==> src/rtl/ps2_uart_pkg.sv <==
// Shared types and constants for the PS/2-to-UART framing bridge.
package ps2_uart_pkg;

  localparam int unsigned CODE_W    = 8;
  localparam int unsigned FRAME_LEN = 4;
  localparam int unsigned IDX_W     = $clog2(FRAME_LEN);

  localparam logic [CODE_W-1:0] DEF_SYNC_BYTE = 8'hAA;
  localparam logic [CODE_W-1:0] DEF_DEV_ADDR  = 8'h01;

  typedef enum logic [2:0] {
    ST_IDLE    = 3'd0,
    ST_LOAD    = 3'd1,
    ST_SEND    = 3'd2,
    ST_RELEASE = 3'd3,
    ST_GAP     = 3'd4
  } state_t;

  // Frame check byte: XOR of the three preceding frame bytes.
  function automatic logic [CODE_W-1:0] frame_chk(input logic [CODE_W-1:0] sync_b,
                                                  input logic [CODE_W-1:0] addr_b,
                                                  input logic [CODE_W-1:0] data_b);
    return sync_b ^ addr_b ^ data_b;
  endfunction

endpackage

==> src/rtl/ps2_code_fifo.sv <==
// Circular scancode buffer; a push into a full FIFO is discarded and flagged.
module ps2_code_fifo
  import ps2_uart_pkg::*;
#(
  parameter int unsigned DEPTH = 8,
  localparam int unsigned AW = $clog2(DEPTH),
  localparam int unsigned CW = AW + 1
) (
  input  logic              clk,
  input  logic              rst_n,
  input  logic              push,
  input  logic              pop,
  input  logic [CODE_W-1:0] din,
  output logic [CODE_W-1:0] dout_c,
  output logic [CW-1:0]     count,
  output logic              full,
  output logic              empty,
  output logic              drop
);

  logic [CODE_W-1:0] mem [DEPTH];
  logic [AW-1:0]     wr_ptr;
  logic [AW-1:0]     rd_ptr;
  logic              do_push;
  logic              do_pop;
  logic [CW-1:0]     count_nxt;

  // A same-cycle pop frees the slot, so a push into a full FIFO still lands.
  always_comb begin
    do_pop    = pop && !empty;
    do_push   = push && (!full || do_pop);
    count_nxt = count;
    if (do_push && !do_pop) begin
      count_nxt = count + CW'(1);
    end else if (!do_push && do_pop) begin
      count_nxt = count - CW'(1);
    end
  end

  always_ff @(posedge clk or negedge rst_n) begin
    if (!rst_n) begin
      wr_ptr <= '0;
      rd_ptr <= '0;
      count  <= '0;
      full   <= 1'b0;
      empty  <= 1'b1;
      drop   <= 1'b0;
    end else begin
      if (do_push) wr_ptr <= wr_ptr + AW'(1);
      if (do_pop)  rd_ptr <= rd_ptr + AW'(1);
      count <= count_nxt;
      full  <= (count_nxt == CW'(DEPTH));
      empty <= (count_nxt == '0);
      drop  <= push && !do_push;
    end
  end

  always_ff @(posedge clk) begin
    if (do_push) mem[wr_ptr] <= din;
  end

  assign dout_c = mem[rd_ptr];

endmodule

==> src/rtl/ps2_uart_frame_ctrl.sv <==
// Buffers PS/2 scancodes and sends each as a SYNC/ADDR/DATA/CHK frame over the
// UART TX_En/TX_Done handshake, with a minimum gap between frames.
module ps2_uart_frame_ctrl
  import ps2_uart_pkg::*;
#(
  parameter int unsigned       FIFO_DEPTH = 8,
  parameter int unsigned       GAP_CYCLES = 50_000_000,
  parameter int unsigned       GAP_W      = 26,
  parameter logic [CODE_W-1:0] SYNC_BYTE  = DEF_SYNC_BYTE,
  parameter logic [CODE_W-1:0] DEV_ADDR   = DEF_DEV_ADDR,
  localparam int unsigned      CNT_W      = $clog2(FIFO_DEPTH) + 1
) (
  input  logic              CLK,
  input  logic              RSTn,
  input  logic              PS2_Done_Sig,
  input  logic [CODE_W-1:0] KeyBoardData,
  input  logic              TX_Done_Sig,
  output logic              TX_En_Sig,
  output logic [CODE_W-1:0] TX_Data,
  output logic [CNT_W-1:0]  Fifo_Count,
  output logic              Fifo_Full,
  output logic              Drop_Sig
);

  localparam int unsigned GAP_LAST = (GAP_CYCLES == 0) ? 0 : GAP_CYCLES - 1;

  state_t             state;
  state_t             state_nxt;
  logic               ps2_prev;
  logic               push_c;
  logic               pop_c;
  logic               fifo_empty;
  logic [CODE_W-1:0]  fifo_dout;
  logic [CODE_W-1:0]  data_q;
  logic [IDX_W-1:0]   idx;
  logic               last_idx_c;
  logic [GAP_W-1:0]   gap_cnt;
  logic               gap_ok;
  logic               gap_done_c;

  assign push_c     = PS2_Done_Sig && !ps2_prev;
  assign pop_c      = (state == ST_LOAD);
  assign last_idx_c = (idx == IDX_W'(FRAME_LEN - 1));
  assign gap_done_c = (gap_cnt >= GAP_W'(GAP_LAST));

  ps2_code_fifo #(.DEPTH(FIFO_DEPTH)) u_fifo (
    .clk    (CLK),
    .rst_n  (RSTn),
    .push   (push_c),
    .pop    (pop_c),
    .din    (KeyBoardData),
    .dout_c (fifo_dout),
    .count  (Fifo_Count),
    .full   (Fifo_Full),
    .empty  (fifo_empty),
    .drop   (Drop_Sig)
  );

  function automatic logic [CODE_W-1:0] frame_byte(input logic [IDX_W-1:0] i,
                                                   input logic [CODE_W-1:0] d);
    case (i)
      IDX_W'(0): return SYNC_BYTE;
      IDX_W'(1): return DEV_ADDR;
      IDX_W'(2): return d;
      default:   return frame_chk(SYNC_BYTE, DEV_ADDR, d);
    endcase
  endfunction

  always_ff @(posedge CLK or negedge RSTn) begin
    if (!RSTn) state <= ST_IDLE;
    else       state <= state_nxt;
  end

  always_comb begin
    state_nxt = state;
    case (state)
      ST_IDLE:    if (!fifo_empty && gap_ok) state_nxt = ST_LOAD;
      ST_LOAD:    state_nxt = ST_SEND;
      ST_SEND:    if (TX_Done_Sig) state_nxt = ST_RELEASE;
      ST_RELEASE: state_nxt = last_idx_c ? ST_GAP : ST_SEND;
      ST_GAP:     if (gap_done_c) state_nxt = ST_IDLE;
      default:    state_nxt = ST_IDLE;
    endcase
  end

  // Datapath; the gap counter only advances in GAP and stops at its last value.
  always_ff @(posedge CLK or negedge RSTn) begin
    if (!RSTn) begin
      ps2_prev  <= 1'b0;
      data_q    <= '0;
      idx       <= '0;
      gap_cnt   <= GAP_W'(GAP_LAST);
      gap_ok    <= 1'b1;
      TX_En_Sig <= 1'b0;
      TX_Data   <= '0;
    end else begin
      ps2_prev  <= PS2_Done_Sig;
      TX_En_Sig <= (state_nxt == ST_SEND);
      case (state)
        ST_LOAD: begin
          data_q  <= fifo_dout;
          idx     <= '0;
          TX_Data <= SYNC_BYTE;
        end
        ST_RELEASE: begin
          if (!last_idx_c) begin
            idx     <= idx + IDX_W'(1);
            TX_Data <= frame_byte(idx + IDX_W'(1), data_q);
          end else begin
            gap_cnt <= '0;
            gap_ok  <= 1'b0;
          end
        end
        ST_GAP: begin
          if (gap_done_c) gap_ok  <= 1'b1;
          else            gap_cnt <= gap_cnt + GAP_W'(1);
        end
        default: ;
      endcase
    end
  end

endmodule

==> config.mk <==
export PLATFORM = sky130hd
export DESIGN_NAME = ps2_uart_frame_ctrl
export DESIGN_NICKNAME = d
export VERILOG_FILES = /design/src/rtl/ps2_uart_pkg.sv /design/src/rtl/ps2_code_fifo.sv /design/src/rtl/ps2_uart_frame_ctrl.sv
export SDC_FILE = /design/constraint.sdc
export NUM_CORES = 1
export LEC_CHECK = 0
export ABC_AREA = 1
export CAP_MARGIN = 20
export CORE_ASPECT_RATIO = 0.8
export CORE_MARGIN = 2
export CORE_UTILIZATION = 50
export CTS_BUF_LIST = sky130_fd_sc_hd__clkbuf_8 sky130_fd_sc_hd__clkbuf_16
export DETAILED_ROUTE_END_ITERATION = 8
export GPL_ROUTABILITY_DRIVEN = 1
export PLACE_DENSITY = 0.7
export SYNTH_ARGS = -nofsm -noshare
export SYNTH_HDL_FRONTEND = slang
export SYNTH_SLANG_ARGS = --single-unit
==> constraint.sdc <==
create_clock -name CLK -period 2 [get_ports CLK]
set_input_delay 0.2 -clock CLK [delete_from_list [all_inputs] [get_ports CLK]]
set_output_delay 0.2 -clock CLK [all_outputs]
set_load 0.05 [all_outputs]
==> run_results.csv <==
group,metric,value,unit
status,status,"completed",
sta,maxSlewHeadroom,0.596,
sta,slew_viol_final,0,
yosys,synth.most_common_cell,"nand2_1",
critical_path,cp_cell_sequence,"clkdlybuf4s50_1",
yosys,yosysUniqueCellTypes,39,
floorplanning,die_w,128,um
grt,grt-ovfl-total,0,
clock_tree,clockBufferDepth,2,
sta,worstMarginPinSlew,607,ps
place,place_area,0.00668,mm2
floorplanning,core,0.0121,mm2
place,post-dp-hpwl,10200,um
critical_path,critPathBufInv,1,
detailed_routing,wl_met3,1630,um
floorplanning,pin_count,27,
clock_tree,clkLatencyLatePin,420,ps
sta,final.setup.tns,0,ps
critical_path,cp-end-kind,"output pin",
yosys,syn_area_per_cell,8.92,um2
critical_path,slowest_delay,850,ps
sta,period_minus_slack,1910,ps
critical_path,critPathArrivalTime,1710,ps
final_layout,design_area,0.00730,mm2
floorplanning,dieArea,0.0133,mm2
detailed_routing,top_layer_used,"met4",
grt,grt_usage,0.239,
yosys,ys_warn_count,0,
floorplanning,die_y,103,um
sta,setup_viol,0,
detailed_routing,drtPass1Iterations,5,
grt,grt_max_degree,34,
detailed_routing,routedWlPerCell,16.0,um
clock_tree,htree_levels,4,
critical_path,critical-path-slowest-cell,"clkdlybuf4s50_1",
detailed_routing,wirelength,14500,um
detailed_routing,drtIter0Drc,554,
final_layout,layout-drive-gt1-share,0.121,
clock_tree,cts_buffers,17,
final_layout,diodes,0,
clock_tree,path_clk_slew,60,ps
final_layout,fin_nets,761,
final_layout,syn_to_final_growth,18.3,%
yosys,yosys_register_bits,127,
sta,fin_worst_skew,5.41,ps
yosys,synthFlopType,"edfxtp_1",
yosys,synthArstFlopShare,0.496,
critical_path,cp_max_fo,6,
yosys,netlist_area,0.00617,mm2
power,leakage,2.92,nW
yosys,yosysTopAreaCell,"edfxtp_1",
clock_tree,post_cts_buffers,0,
hold_path,worstHoldPathType,"input port to flip-flop",
clock_tree,cts_tree,"done",
clock_tree,numClockSinks,127,
floorplanning,rows,36,
power,ir_drop,0.872,mV
place,portBuffers,26,
yosys,synthTopCellsByArea,"edfxtp_1 (31%), dfrtp_1 (17%), nand2_1 (11%)",
floorplanning,initial_utilization,0.509,
sta,hold_viol_final,0,
critical_path,start_kind,"flip-flop",
grt,grt_first_pass_wirelength,23500,um
place,place_congestion,0.973,
yosys,synth_edf_count,64,
critical_path,crit_required,1800,ps
detailed_routing,routed-via-count,4835,
grt,antenna_found_initial,0,
sta,fin_crit_sh,0.957,
detailed_routing,vias_per_cell,5.34,
yosys,syn_nets,712,
yosys,synth_common_cells,"nand2_1 (181), nor2_1 (129), edfxtp_1 (64)",
yosys,synth_top_area_frac,0.311,
detailed_routing,postRouteAntennaNets,0,
detailed_routing,wl_met2,5990,um
yosys,seq_area_frac_synth,0.571,
sta,fmax,522,MHz
critical_path,critPathTopFamily,"buffers and inverters",
detailed_routing,wl_met1,6830,um
critical_path,crit_type,"flip-flop to output pin",
grt,grt_pass1_vias,4448,
final_layout,final_util,0.602,
detailed_routing,drc,0,
sta,rsz0062_at_grt,"false",
power,p_per_area,1240,mW/mm2
yosys,syn_inst,692,
run,drv_cap,0,
clock_tree,cts_root_buffer,"clkbuf_16",
-- sequential cells by signal, summed over array words and instances, names as in the netlist --
name / flops
data_q: 8
u_fifo.empty: 1
ps2_prev: 1
TX_Data: 8
gap_ok: 1
u_fifo.mem: 64
state: 3
u_fifo.rd_ptr: 3
u_fifo.wr_ptr: 3
gap_cnt: 26
u_fifo.count: 4
u_fifo.drop: 1
u_fifo.full: 1
TX_En_Sig: 1
idx: 2
-- worst paths after layout --
kind / depth (start not counted) / end / startpoint / slack [ps]
setup / recovery: 1 / Fifo_Count[1] / u_fifo.count[1]$_DFF_PN0_ / 90
min in group asynchronous: 2 / gap_cnt[18]$_DFFE_PN0P_ / RSTn / 330
max in group asynchronous: 3 / gap_cnt[3]$_DFFE_PN1P_ / RSTn / 910
setup reg to reg: 9 / gap_cnt[10]$_DFFE_PN0P_ / gap_cnt[1]$_DFFE_PN1P_ / 180
hold / removal: 1 / ps2_prev$_DFF_PN0_ / PS2_Done_Sig / 250
hold reg to reg: 2 / gap_ok$_DFFE_PN1P_ / gap_ok$_DFFE_PN1P_ / 470
-- final cells by class --
type	count	area [um2]
Clock inverter	14	179
Tap cell	152	190
Sequential cell	127	3520
Clock buffer	17	425
Multi-Input combinational cell	489	2330
Inverter	56	210
Fill cell	1014	4820
Timing Repair Buffer	50	440
-- cells in the final DEF, fill, tap and decap left out, drive strengths merged, types with 2 or more instances in the layout --
cell	n
o221ai	7
clkinvlp	2
a21oi	5
o211ai	10
clkbuf	17
nand3	54
clkdlybuf4s50	24
bufinv	3
o31ai	3
nand4	7
xnor2	8
dfrtp	43
or2	2
o22ai	2
clkinv	3
ha	8
xor2	9
buf	24
nor2	131
inv	62
a31oi	4
dfstp	20
edfxtp	64
o21ai	49
nor3	3
nand2	184
-- what timing repair did --
| action | in CTS | in global routing |
|---|---|---|
| endpoints found under the hold margin | 13 | 0 |
| gates resized for setup | 0 | 1 |
| hold buffers | 1 | 0 |
| endpoints found under the setup margin | 0 | 1 |
-- report_power, final --
| group | switching, mW | internal [mW] |
|---|---|---|
| logic | 1.69 | 0.761 |
| clock network | 1.18 | 1.97 |
| registers | 0.316 | 3.14 |
-- logic make-up after synthesis --
family          Yosys count  synth area share
compound gates           81            0.0774
xor+xnor                 17            0.0241
fa+ha+maj                 8            0.0162
buf+inv                  76            0.0515
flops                   127             0.571
simple gates            383             0.260
-- layer usage --
layer	GRT usage	up-vias
li1	-	2385
met1	0.356	2239
met2	0.333	203
met3	0.0910	8
met4	0.0482	0
met5	0	-
-- stage by stage --
| step | setup WS, ps | power (mW) | instances | hold WS (ps) |
|---|---|---|---|---|
| 3_3_place_gp | 155 | 5.83 | 873 | 226 |
| 2_1_floorplan | 106 | 5.08 | 692 | -95.6 |
| 4_1_cts | 35.8 | 9.10 | 905 | 234 |
| 5_1_grt | 6.66 | 9.55 | 905 | 245 |
| 3_5_place_dp | 135 | 5.91 | 873 | 245 |
| 6_report | 85.9 | 9.05 | 905 | 246 |
(Power assumes the default switching activity.)
